`config.mk`:
```
export PLATFORM = sky130hd
export DESIGN_NAME = dds_rom_scheduler
export DESIGN_NICKNAME = d
export VERILOG_FILES = /design/src/rtl/dds_rom_scheduler_pkg.sv /design/src/rtl/dds_rom_scheduler_phase_acc.sv /design/src/rtl/dds_rom_scheduler.sv
export SDC_FILE = /design/constraint.sdc
export NUM_CORES = 1
export LEC_CHECK = 0
export ABC_AREA = 1
export BUFFER_PORTS_ARGS = -buffer_cell sky130_fd_sc_hd__buf_2
export CAP_MARGIN = 15
export CORE_ASPECT_RATIO = 0.8
export CORE_MARGIN = 5
export CORE_UTILIZATION = 50
export DETAILED_ROUTE_END_ITERATION = 7
export PLACE_DENSITY = 0.81
export SLEW_MARGIN = 20
export SYNTH_ARGS = -nofsm -noshare
export SYNTH_HDL_FRONTEND = slang
export SYNTH_HIERARCHICAL = 1
export SYNTH_SLANG_ARGS = --single-unit
```
`constraint.sdc`:
```
create_clock -name clk -period 1.9 [get_ports clk]
set_input_delay 0.095 -clock clk [delete_from_list [all_inputs] [get_ports clk]]
set_output_delay 0.095 -clock clk [all_outputs]
set_load 0.01 [all_outputs]
```
`src/rtl/dds_rom_scheduler_pkg.sv`:
```
// Purpose: shared DDS definitions (default widths, FSM encoding, channel indices).
// Latency: n/a (definitions only).
// Backpressure: n/a.
package dds_rom_scheduler_pkg;

    localparam int ACC_BIT_DEF           = 32;
    localparam int ROM_PHASE_BIT_DEF     = 10;
    localparam int ROM_AMPLITUDE_BIT_DEF = 12;

    // Channel indices used on ftw_ch
    localparam logic CH_A = 1'b0;
    localparam logic CH_B = 1'b1;

    // A frame is SLOT_A followed by SLOT_B; IDLE parks the sequencer.
    typedef enum logic [1:0] {
        IDLE   = 2'd0,
        SLOT_A = 2'd1,
        SLOT_B = 2'd2
    } state_t;

endpackage

```
`src/rtl/dds_rom_scheduler_phase_acc.sv`:
```
// Purpose: one DDS channel: phase accumulator, active/shadow tuning word, pending flag.
// Latency: shadow load 1 clk; shadow->active copy on commit; accumulator steps on step.
// Backpressure: caller must only load while pending is low (pending drives the ready).
// Ports: clk/rst (sync, active-low); step adds active ftw; clear zeroes the accumulator
//        (wins over step); commit copies a pending shadow; load/load_data write the shadow;
//        pending flags an uncommitted shadow; phase_next is the top ROM_PHASE_BIT bits of the
//        accumulator value after this edge.
module dds_phase_acc
    import dds_rom_scheduler_pkg::*;
#(
    parameter int ACC_BIT       = ACC_BIT_DEF,
    parameter int ROM_PHASE_BIT = ROM_PHASE_BIT_DEF
) (
    input  logic                     clk,
    input  logic                     rst,
    input  logic                     step,
    input  logic                     clear,
    input  logic                     commit,
    input  logic                     load,
    input  logic [ACC_BIT-1:0]       load_data,
    output logic                     pending,
    output logic [ROM_PHASE_BIT-1:0] phase_next
);

    logic [ACC_BIT-1:0] acc;
    logic [ACC_BIT-1:0] acc_next;
    logic [ACC_BIT-1:0] ftw_active;
    logic [ACC_BIT-1:0] ftw_shadow;

    // The add always uses the active word as it stood before this edge, so a
    // commit on the same edge only affects the following frame.
    always_comb begin
        acc_next = acc;
        if (clear) begin
            acc_next = '0;
        end else if (step) begin
            acc_next = acc + ftw_active;
        end
    end

    assign phase_next = acc_next[ACC_BIT-1 -: ROM_PHASE_BIT];

    always_ff @(posedge clk) begin
        if (!rst) begin
            acc        <= '0;
            ftw_active <= '0;
            ftw_shadow <= '0;
            pending    <= 1'b0;
        end else begin
            acc <= acc_next;
            if (commit && pending) begin
                ftw_active <= ftw_shadow;
            end
            if (load) begin
                ftw_shadow <= load_data;
            end
            // A load in the same cycle as a commit re-arms pending for the next frame.
            if (load) begin
                pending <= 1'b1;
            end else if (commit) begin
                pending <= 1'b0;
            end
        end
    end

endmodule

```
`src/rtl/dds_rom_scheduler.sv`:
```
// Purpose: two-channel DDS time-sharing one registered sine ROM (SLOT_A then SLOT_B per frame).
// Latency: rom_phase valid in the slot cycle; sample_x/sample_x_valid 2 clk after slot entry.
// Backpressure: ftw_ready low while that channel already holds an uncommitted word.
// Ports: clk, rst (sync, active-low), run, phase_clr, ftw_valid/ftw_ready/ftw_ch/ftw_data,
//        rom_phase -> ROM, rom_value <- ROM (1 clk later), sample_a/b + sample_a/b_valid.
// Option: define DDS_SCHED_PHASE_OFFSET_EN to add offset_a/offset_b phase offsets.
module dds_rom_scheduler
    import dds_rom_scheduler_pkg::*;
#(
    parameter int ACC_BIT           = ACC_BIT_DEF,
    parameter int ROM_PHASE_BIT     = ROM_PHASE_BIT_DEF,   // must not exceed ACC_BIT
    parameter int ROM_AMPLITUDE_BIT = ROM_AMPLITUDE_BIT_DEF
) (
    input  logic                         clk,
    input  logic                         rst,
    input  logic                         run,
    input  logic                         phase_clr,
    input  logic                         ftw_valid,
    output logic                         ftw_ready,
    input  logic                         ftw_ch,
    input  logic [ACC_BIT-1:0]           ftw_data,
`ifdef DDS_SCHED_PHASE_OFFSET_EN
    input  logic [ROM_PHASE_BIT-1:0]     offset_a,
    input  logic [ROM_PHASE_BIT-1:0]     offset_b,
`endif
    output logic [ROM_PHASE_BIT-1:0]     rom_phase,
    input  logic [ROM_AMPLITUDE_BIT-1:0] rom_value,
    output logic [ROM_AMPLITUDE_BIT-1:0] sample_a,
    output logic [ROM_AMPLITUDE_BIT-1:0] sample_b,
    output logic                         sample_a_valid,
    output logic                         sample_b_valid
);

    state_t state, state_nxt;
    state_t state_d1;          // slot whose ROM data is on rom_value this cycle

    logic                     clr_seen;
    logic                     frame_end;
    logic                     commit;
    logic                     acc_clear;
    logic                     pend_a, pend_b;
    logic                     load_a, load_b;
    logic [ROM_PHASE_BIT-1:0] phase_a, phase_b;
    logic [ROM_PHASE_BIT-1:0] addr_a, addr_b;
    logic [ROM_PHASE_BIT-1:0] rom_phase_d;

    // ---------------- FSM ----------------
    always_ff @(posedge clk) begin
        if (!rst) begin
            state <= IDLE;
        end else begin
            state <= state_nxt;
        end
    end

    always_comb begin
        state_nxt = state;
        case (state)
            IDLE:    if (run) state_nxt = SLOT_A;
            SLOT_A:  state_nxt = SLOT_B;
            SLOT_B:  state_nxt = run ? SLOT_A : IDLE;
            default: state_nxt = IDLE;
        endcase
    end

    // ---------------- frame control ----------------
    assign frame_end = (state == SLOT_B);
    // Shadows are copied at every frame boundary, or straight away while parked.
    assign commit    = frame_end || (state == IDLE);
    // A clear request latched during the frame (or arriving in SLOT_B itself)
    // replaces the boundary add; while parked it acts on the next edge.
    assign acc_clear = (state == IDLE) ? phase_clr : (frame_end && (clr_seen || phase_clr));

    always_ff @(posedge clk) begin
        if (!rst) begin
            clr_seen <= 1'b0;
        end else if (state == SLOT_A) begin
            clr_seen <= clr_seen | phase_clr;
        end else begin
            clr_seen <= 1'b0;
        end
    end

    // ---------------- tuning word handshake ----------------
    assign ftw_ready = (ftw_ch == CH_B) ? !pend_b : !pend_a;
    assign load_a    = ftw_valid && ftw_ready && (ftw_ch == CH_A);
    assign load_b    = ftw_valid && ftw_ready && (ftw_ch == CH_B);

    dds_phase_acc #(
        .ACC_BIT       (ACC_BIT),
        .ROM_PHASE_BIT (ROM_PHASE_BIT)
    ) u_acc_a (
        .clk        (clk),
        .rst        (rst),
        .step       (frame_end),
        .clear      (acc_clear),
        .commit     (commit),
        .load       (load_a),
        .load_data  (ftw_data),
        .pending    (pend_a),
        .phase_next (phase_a)
    );

    dds_phase_acc #(
        .ACC_BIT       (ACC_BIT),
        .ROM_PHASE_BIT (ROM_PHASE_BIT)
    ) u_acc_b (
        .clk        (clk),
        .rst        (rst),
        .step       (frame_end),
        .clear      (acc_clear),
        .commit     (commit),
        .load       (load_b),
        .load_data  (ftw_data),
        .pending    (pend_b),
        .phase_next (phase_b)
    );

    // ---------------- ROM address ----------------
`ifdef DDS_SCHED_PHASE_OFFSET_EN
    assign addr_a = phase_a + offset_a;   // wraps modulo 2^ROM_PHASE_BIT
    assign addr_b = phase_b + offset_b;
`else
    assign addr_a = phase_a;
    assign addr_b = phase_b;
`endif

    // rom_phase is registered from the next-state view so that it already
    // carries the slot's address during the slot cycle itself.
    always_comb begin
        rom_phase_d = rom_phase;
        if (state_nxt == SLOT_A) begin
            rom_phase_d = addr_a;
        end else if (state_nxt == SLOT_B) begin
            rom_phase_d = addr_b;
        end
    end

    // ---------------- sample capture ----------------
    always_ff @(posedge clk) begin
        if (!rst) begin
            rom_phase      <= '0;
            state_d1       <= IDLE;
            sample_a       <= '0;
            sample_b       <= '0;
            sample_a_valid <= 1'b0;
            sample_b_valid <= 1'b0;
        end else begin
            rom_phase      <= rom_phase_d;
            state_d1       <= state;
            sample_a_valid <= (state_d1 == SLOT_A);
            sample_b_valid <= (state_d1 == SLOT_B);
            if (state_d1 == SLOT_A) begin
                sample_a <= rom_value;
            end
            if (state_d1 == SLOT_B) begin
                sample_b <= rom_value;
            end
        end
    end

endmodule

```
Yosys cells after proc, flatten, opt, wreduce, memory -nomap -nowiden
Index checks and enable logic that the tools add are counted.

Register bits after elaboration: 235. Input port bits: 50. Output and inout bits: 37. Logic and storage cells: 59.

Add/subtract/negate cells: 2. Equality and inequality tests: 6. Muxes and demuxes: 14. Bitwise gates (word level): 3. Reductions and logical operators: 16.

Operators by type and width (number): 32-bit two-way mux (4); 32-bit adder (2); 10-bit two-way mux (2); 2-bit by 1-bit equality test with 1-bit output, second input constant (3); 2-bit equality test, second input constant (3); 1-bit logical AND (6); 1-bit two-way mux (6); 2-bit case mux with 3 select lines (1); 2-bit nonzero test (3); 1-bit logical NOT (2); 2-bit logical NOT (1); 1-bit logical OR (2); 2-bit two-way mux (1); 1-bit inverter (2); 2-bit AND reduction (1); 2-bit OR reduction (1); 1-bit bitwise OR (1).

Logic depth before layout (Yosys ltp)
Gate-level depths: netlist of the first run.

Depth after elaboration: 6. Depth in mapped cells: 18. Mapped depth without buffers: 18.

Cells and area by module
The synthesis of the first run kept the hierarchy.

By module, submodules not included: dds_phase_acc at u_acc_b (times used 1, cells each 961, area each 5888.1 um^2, sequential area each 1941.9 um^2); dds_phase_acc at u_acc_a (times used 1, cells each 967, area each 5850.6 um^2, sequential area each 1941.9 um^2); dds_rom_scheduler (times used 1, cells each 263, area each 1759.2 um^2, sequential area each 820.8 um^2).

Worst setup path before layout of the first run
OpenSTA, ideal clock, no wires.

Kind: flip-flop to flip-flop. From: register u_acc_b.acc[0]. To: register rom_phase[6]. Library setup time: 0.117 ns. Arrival: 1.895 ns. Data required time: 1.783 ns. Slack: -0.112 ns. Cell stages (with the launch flop): 18. Buffers on the path: 0. Clock period less this slack: 2.012 ns. Path through: dfxtp_1 -> ha_1 -> inv_1 -> fa_1 -> inv_1 -> nand3_1 -> nand3_1 -> nand3_1 -> nand3_2 -> nand2_1 -> nand3_1 -> nand3_1 -> nand2_1 -> inv_1 -> inv_1 -> nor2_1 -> nor2_1 -> nor2_1.

Longest elaborated chain between the ends: 5.

RTL lines: from (decl) (RTL line dds_rom_scheduler_phase_acc.sv:25) `logic [ACC_BIT-1:0] acc;`; from (signal assigned) (RTL line dds_rom_scheduler_phase_acc.sv:50) `acc <= acc_next;`; 32-bit adder (RTL line dds_rom_scheduler_phase_acc.sv:37) `acc_next = acc + ftw_active;`; 32-bit two-way mux (RTL line dds_rom_scheduler_phase_acc.sv:36) `end else if (step) begin`; 32-bit two-way mux (RTL line dds_rom_scheduler_phase_acc.sv:34) `if (clear) begin`; net addr_b[6] (RTL line dds_rom_scheduler.sv:44) `logic [ROM_PHASE_BIT-1:0] addr_a, addr_b;`; 10-bit two-way mux (RTL line dds_rom_scheduler.sv:134) `end else if (state_nxt == SLOT_B) begin`; 10-bit two-way mux (RTL line dds_rom_scheduler.sv:132) `if (state_nxt == SLOT_A) begin`; to (signal assigned) (RTL line dds_rom_scheduler.sv:149) `rom_phase <= rom_phase_d;`; to (decl) (RTL line dds_rom_scheduler.sv:26) `output logic [ROM_PHASE_BIT-1:0] rom_phase,`.

The timed path passes the listed nets, and every way through them passes these cells. The select of a mux whose other input is x is not followed. A chain may end at the register's enable or synchronous reset.

Worst setup path after layout of the first run
From: register u_acc_b.ftw_active[0]. To: register rom_phase[2].

Longest elaborated chain between the ends: 5.

RTL lines: from (decl) (RTL line dds_rom_scheduler_phase_acc.sv:27) `logic [ACC_BIT-1:0] ftw_active;`; from (signal assigned) (RTL line dds_rom_scheduler_phase_acc.sv:52) `ftw_active <= ftw_shadow;`; 32-bit adder (RTL line dds_rom_scheduler_phase_acc.sv:37); 32-bit two-way mux (RTL line dds_rom_scheduler_phase_acc.sv:36); 32-bit two-way mux (RTL line dds_rom_scheduler_phase_acc.sv:34); net addr_b[2] (RTL line dds_rom_scheduler.sv:44); 10-bit two-way mux (RTL line dds_rom_scheduler.sv:134); 10-bit two-way mux (RTL line dds_rom_scheduler.sv:132).

The timed path passes the listed nets, and every way through them passes these cells. The select of a mux whose other input is x is not followed.

==> results of run 1 <==
-- registers in the layout, summed over array words and instances, names as in the netlist, 2 cells and up --
signal / cells
sample_a: 12
u_acc_b/ftw_active: 32
u_acc_a/ftw_active: 32
rom_phase: 10
u_acc_b/ftw_shadow: 32
u_acc_a/ftw_shadow: 32
state_d1: 2
state: 2
u_acc_a/acc: 32
sample_b: 12
u_acc_b/acc: 32
-- cell usage after synthesis, types with 5 or more instances --
library cell,count
a21oi_1,48
buf_1,5
buf_2,10
clkbuf_1,52
dfxtp_1,235
ha_1,63
inv_1,338
nand2_1,508
nand2_2,18
nand3_1,93
nand3_2,8
nand4_1,6
nor2_1,546
nor2_2,11
nor3_1,8
o21ai_0,172
o21bai_1,7
xnor2_1,7
xor2_1,27
-- repair_timing --
| item | CTS | global route |
|---|---|---|
| resized for setup | 314 | 248 |
| endpoints found under the hold margin | 98 | 0 |
| buffers inserted | 28 | 23 |
| endpoints found under the setup margin | 35 | 57 |
| pin swaps | 94 | 104 |
| hold buffers | 47 | 0 |
-- cell families (layout without fill, tap and decap cells) --
kind of cell             Yosys count  count (layout)  synth area share
flip-flops                       235             235            0.3485
AND/OR/NAND/NOR                 1209            1209            0.3593
buffers and inverters            414             689            0.1193
adder cells (fa/ha/maj)           65              65           0.06136
other                              0               1                 0
XOR/XNOR                          34              34           0.02206
AO/OA/AOI/OAI                    234             234           0.08945
-- cell usage in the layout (no fill, tap or decap), types with 8 or more instances in the layout --
master,Yosys,layout
dfxtp_1,235,140
nor2_2,11,27
nor2_1,546,508
nand3_2,8,39
nand2_1,508,364
buf_2,10,85
nand3_4,0,13
nand2_4,0,44
nand3_1,93,49
buf_6,3,20
inv_1,338,304
buf_4,0,143
a21oi_2,1,22
inv_2,2,34
o21ai_0,172,161
dlygate4sd3_1,1,47
nor2_4,3,25
clkbuf_16,0,26
ha_1,63,8
ha_4,0,55
dfxtp_2,0,80
o21ai_1,0,11
xor2_1,27,26
dfxtp_4,0,15
nand2_2,18,117
a21oi_1,48,23
-- final timing paths --
path | slack (ns) | to | start
worst min-delay path | 0.31 | u_acc_b/ftw_shadow[3] | ftw_ch
worst max-delay path | -0.27 | rom_phase[2] | u_acc_b/ftw_active[0]
worst min register to register | 0.47 | clr_seen | clr_seen
worst max register to register | -0.27 | rom_phase[2] | u_acc_b/ftw_active[0]
-- through the flow --
stage | cell area, um2 | util | hold slack, ns
floorplan | 13570 | - | 0.2052
global placement | 15180 | 0.5737 | 0.3110
detailed placement | 15180 | 0.5737 | 0.3136
CTS | 18080 | 0.6833 | 0.2693
global route | 19000 | 0.7180 | 0.3236
finish | 19000 | 0.7181 | 0.3092
-- per-layer routing --
layer | GRT usage | up-vias | share of wire
met5 | 0 | - | 0.00028
met4 | 0.07617 | 2 | 0.031
met3 | 0.04237 | 134 | 0.081
met2 | 0.4618 | 688 | 0.46
met1 | 0.3766 | 6894 | 0.42
li1 | - | 7185 | -
-- layout make-up --
type,instances,share of cell area
multi-input combinational,1542,0.4821
sequential,235,0.2558
timing repair buffer,301,0.1218
inverter,341,0.06763
clock buffer,37,0.04011
tap,357,0.02351
clock inverter,10,0.008824
antenna,1,0.0001317
-- worst max-delay path: stages, from the launching register on --
cell	delay (ns)
dfxtp_4	0.36
ha_4	0.14
inv_2	0.04
fa_2	0.41
inv_4	0.11
nand3_4	0.07
nand3_4	0.12
nand2_4	0.07
nand2_4	0.09
nand2_4	0.05
nand4_1	0.10
nand3_2	0.10
nand2_2	0.09
inv_2	0.04
inv_2	0.03
nor2_1	0.03
nor2_1	0.13
nor2_1	0.06
-- power breakdown --
group / internal, mW / switching (mW)
combinational: 0.761 / 0.998
clock: 3.33 / 2.11
sequential: 5.18 / 0.210
==> flow_metrics.tcl, run 1 <==
set metrics [dict create \
    cts.sinks 235 \
    drive_gt1_frac 0.3195 \
    slew_violations 0 \
    synth_ff_type "dfxtp_1" \
    clock_latency_ns 0.54 \
    gp_congestion 1.003 \
    synth_area_um2 13500 \
    cts_tree "done" \
    cts_root_buf "clkbuf_16" \
    nets 2562 \
    rsz0062_at_grt "yes" \
    ys_seq_area_frac 0.3485 \
    leakage_nw 9.760 \
    die_y_um 157.0 \
    synth_warnings 6 \
    totalPowerFinal_mw 12.59 \
    fp.dieW_um 193.7 \
    synth_seq_cells 235 \
    grt_pass1_wl_um 70130 \
    via_per_inst 5.277 \
    syn_avg_cell_area_um2 6.161 \
    drt_iter0_drc 1548 \
    place_ws_ns -0.2648 \
    yosys.cell_types.count 36 \
    portBuffers 86 \
    clockBufferDepth 3 \
    nFillCells 1921 \
    overflow 0 \
    stdcell_count 2824 \
    initial_core_util 0.5101 \
    synth_nets 2306 \
    synth_top_area_share 0.3485 \
    yosysTopAreaCell "dfxtp_1" \
    routedWlPerCell_um 16.37 \
    die_area_um2 30400 \
    route.detailed.drc 0 \
    synth_area_leaders "dfxtp_1, nor2_1, nand2_1, inv_1, o21ai_0" \
    syn-instance-count 2191 \
    wl_um 46220 \
    antenna_found_initial 1 \
    area_growth_pct 40.76 \
    critPathRequiredTime_ns 2.32 \
    cp.arrival_ns 2.59 \
    multiInputGateArea_um2 9160 \
    htree_num_levels 1 \
    finalHoldViolCount 0 \
    drt.antenna.violating_nets 0 \
    dp_hpwl_um 28710 \
    critPathKind "reg2reg" \
    status "finished with violations" \
    min_period_over_period 1.144 \
    setup_viol 31 \
    fin_skew_ns 0.01838 \
    cts_buffers 26 \
    tightestPinTransition_ns 0.6647 \
    dp_cells 2692 \
    reg2reg_depth 17 \
    p_per_area_nw_per_um2 662.6 \
    finalCriticalPeriod_ns 2.174 \
    holdPathStages 6 \
    failed_checks "setup timing" \
    ios 87 \
    crit_fanout 3 \
    cap_viol_max_count 0 \
    vdd_drop_max_mv 0.7205 \
    track_usage 0.2763 \
    core_area_um2 26460 \
    dr.pass1.iters 8 \
    worst_hold_path_type "in2reg" \
    startpoint_type "flip-flop" \
    grt_max_degree 155 \
    vias 14900 \
    grt_pass1_vias 13930 \
    register_area_um2 4861 \
    synth-edff-count 0 \
    end_kind "flip-flop" \
    clkSlewWorstSetupHoldPaths_ns 0.06 \
    finalWorstSetupSlack_ns -0.2744 \
    async_reset_ff_frac 0 \
    max_freq_mhz 459.9 \
    setup_tns_ns -2.985 \
    fp-row-count 53 \
    slew_headroom 0.5569 \
]
Power figures use the tool's default switching activity.
==> inputs of run 2 (changes only) <==
- CORE_MARGIN: 5 -> 2
- SKIP_CTS_REPAIR_TIMING: default -> 1
==> run 2 against run 1 <==
  * The flow still finishes with violations (setup timing)
  * Wire length decreased by 4.5%
  * Clock skew decreased by 0.0010 ns
  * Clock power fell by 9.9%
  * Largest power group is now sequential cells
==> flow_metrics.tcl, run 2 (synthesized netlist as in run 1, its figures left out) <==
set metrics [dict create \
    fp-row-count 53 \
    final_common_cell "nor2_1" \
    p_sw_mw 3.270 \
    status "finished with violations" \
    finalHoldViolCount 0 \
    initial_core_util 0.5114 \
    busiest_layer "met2" \
    track_usage 0.2615 \
    p_comb_frac 0.142 \
    cts_root_buf "clkbuf_16" \
    end_kind "flip-flop" \
    dp_cells 2683 \
    startpoint_type "flip-flop" \
    intPower_mw 8.715 \
    dr.pass1.iters 8 \
    failed_checks "setup timing" \
    clockPowerShare 0.409 \
    clockBufferDepth 3 \
    nets 2532 \
    totalPowerFinal_mw 11.98 \
    via_per_inst 5.290 \
    grt_max_degree 66 \
    cap_viol_max_count 0 \
    routedWlPerCell_um 15.81 \
    die_y_um 151.0 \
    vdd_drop_max_mv 0.8420 \
    stdcell_count 2792 \
    reg2reg_from "u_acc_b/ftw_active[7]" \
    antenna_found_initial 0 \
    diodes 0 \
    final_cell_mix "nor2_1, nand2_1, inv_1" \
    p_per_area_nw_per_um2 656.6 \
    fp.dieW_um 187.7 \
    reg2reg_depth 16 \
    vias 14770 \
    leakage_nw 9.367 \
    cp-startpoint "u_acc_b/ftw_active[7]" \
    core_area_um2 26390 \
    hold_ws_ns 0.03460 \
    use_met1 0.3673 \
    finalCriticalPeriod_ns 2.145 \
    tightestPinTransition_ns 1.078 \
    drive_gt1_frac 0.2879 \
    cts_tree "done" \
    reg2reg_to "rom_phase[4]" \
    ios 87 \
    dp_hpwl_um 28940 \
    use_met3 0.04425 \
    endpoint "rom_phase[4]" \
    slew_headroom 0.2805 \
    grt_use_met2 0.4206 \
    fin_skew_ns 0.01738 \
    max_freq_mhz 466.2 \
    area_growth_pct 35.22 \
    clkSlewWorstSetupHoldPaths_ns 0.07 \
    grt_pass1_vias 12590 \
    wl_um 44150 \
    critPathRequiredTime_ns 2.32 \
    drt_iter0_drc 1558 \
    swShare 0.2729 \
    gp_congestion 1.069 \
    route.detailed.drc 0 \
    setup_viol 17 \
    cts_buffers 25 \
    reg2reg_slack_ns -0.24 \
    finalWorstSetupSlack_ns -0.2450 \
    nFillCells 1995 \
    worst_hold_path_type "in2reg" \
    htree_num_levels 1 \
    drt.antenna.violating_nets 0 \
    cp.arrival_ns 2.56 \
    die_area_um2 28330 \
    holdPathStages 5 \
    critPathKind "reg2reg" \
    grt_pass1_wl_um 60660 \
    clock_latency_ns 0.54 \
    portBuffers 86 \
    crit_fanout 4 \
    pwr-share-seq 0.449 \
    min_period_over_period 1.129 \
    utilization 0.6916 \
    slew_violations 0 \
    rsz0062_at_grt "yes" \
    cts.sinks 235 \
    overflow 0 \
]
==> run 2: cell types whose count changed in the layout (fill, tap and decap cells not counted), moves of 11 or more <==
cell,before,now
nand2_1,364,379
inv_1,304,319
nor2_4,25,14
nand3_1,49,63
inv_2,34,20
nand2_4,44,29
dfxtp_1,140,151
buf_6,20,2
==> run 2: stage by stage <==
stage	setup slack, ns	area (um2)	TNS [ns]
floorplan	-0.01167	13570	-0.02261
global placement	-0.2768	15090	-2.523
detailed placement	-0.2851	15090	-3.101
CTS	-0.3106	15910	-4.011
global route	-0.3530	18250	-4.663
finish	-0.2450	18250	-2.081
==> run 2: how the worst min path moves through the flow <==
| stage | startpoint | end | slack, ns |
|---|---|---|---|
| after floorplan | phase_clr | clr_seen | 0.21 |
| after global placement | phase_clr | clr_seen | 0.31 |
| after detailed placement | phase_clr | clr_seen | 0.31 |
| after CTS | phase_clr | clr_seen | -0.23 |
| after global routing | rst | u_acc_b/acc[14] | 0.03 |
| final | rst | u_acc_b/acc[14] | 0.03 |
==> run 2: cell type report <==
type / instances / area (um2) / share of cell area
multi-input combinational: 1542 / 8852 / 0.4850
sequential: 235 / 4835 / 0.2649
timing repair buffer: 272 / 2014 / 0.1104
inverter: 341 / 1282 / 0.07026
clock buffer: 34 / 719.4 / 0.03942
clock inverter: 11 / 102.6 / 0.005621
tap: 357 / 446.7 / 0.02447
==> run 2: power groups by stage <==
stage                     Combinational [mW]  Clock [mW]  Sequential [mW]
after floorplan                        0.846           0             5.40
after global placement                  1.32           0             5.43
after detailed placement                1.35           0             5.44
after CTS                               1.37        4.93             5.33
after global routing                    1.85        5.16             5.40
final                                   1.70        4.90             5.39
==> run 2: worst max-delay path, stage by stage (launching register included) <==
cell	delay, ns
dfxtp_4	0.37
ha_4	0.32
nand2_1	0.07
nand2_1	0.13
nand2_1	0.12
nand2_2	0.12
inv_1	0.06
nand3_2	0.10
nand3_1	0.11
nand3_1	0.10
nand3_1	0.11
nand2_2	0.11
inv_1	0.05
inv_1	0.05
nor2_1	0.03
nor2_1	0.13
nor2_1	0.04
==> run 2: metal layers <==
layer  wire length [um]  part of all wire
met1              18530              0.42
met2              19970              0.45
met3               4066             0.092
met4               1581             0.036
met5                  0                 0
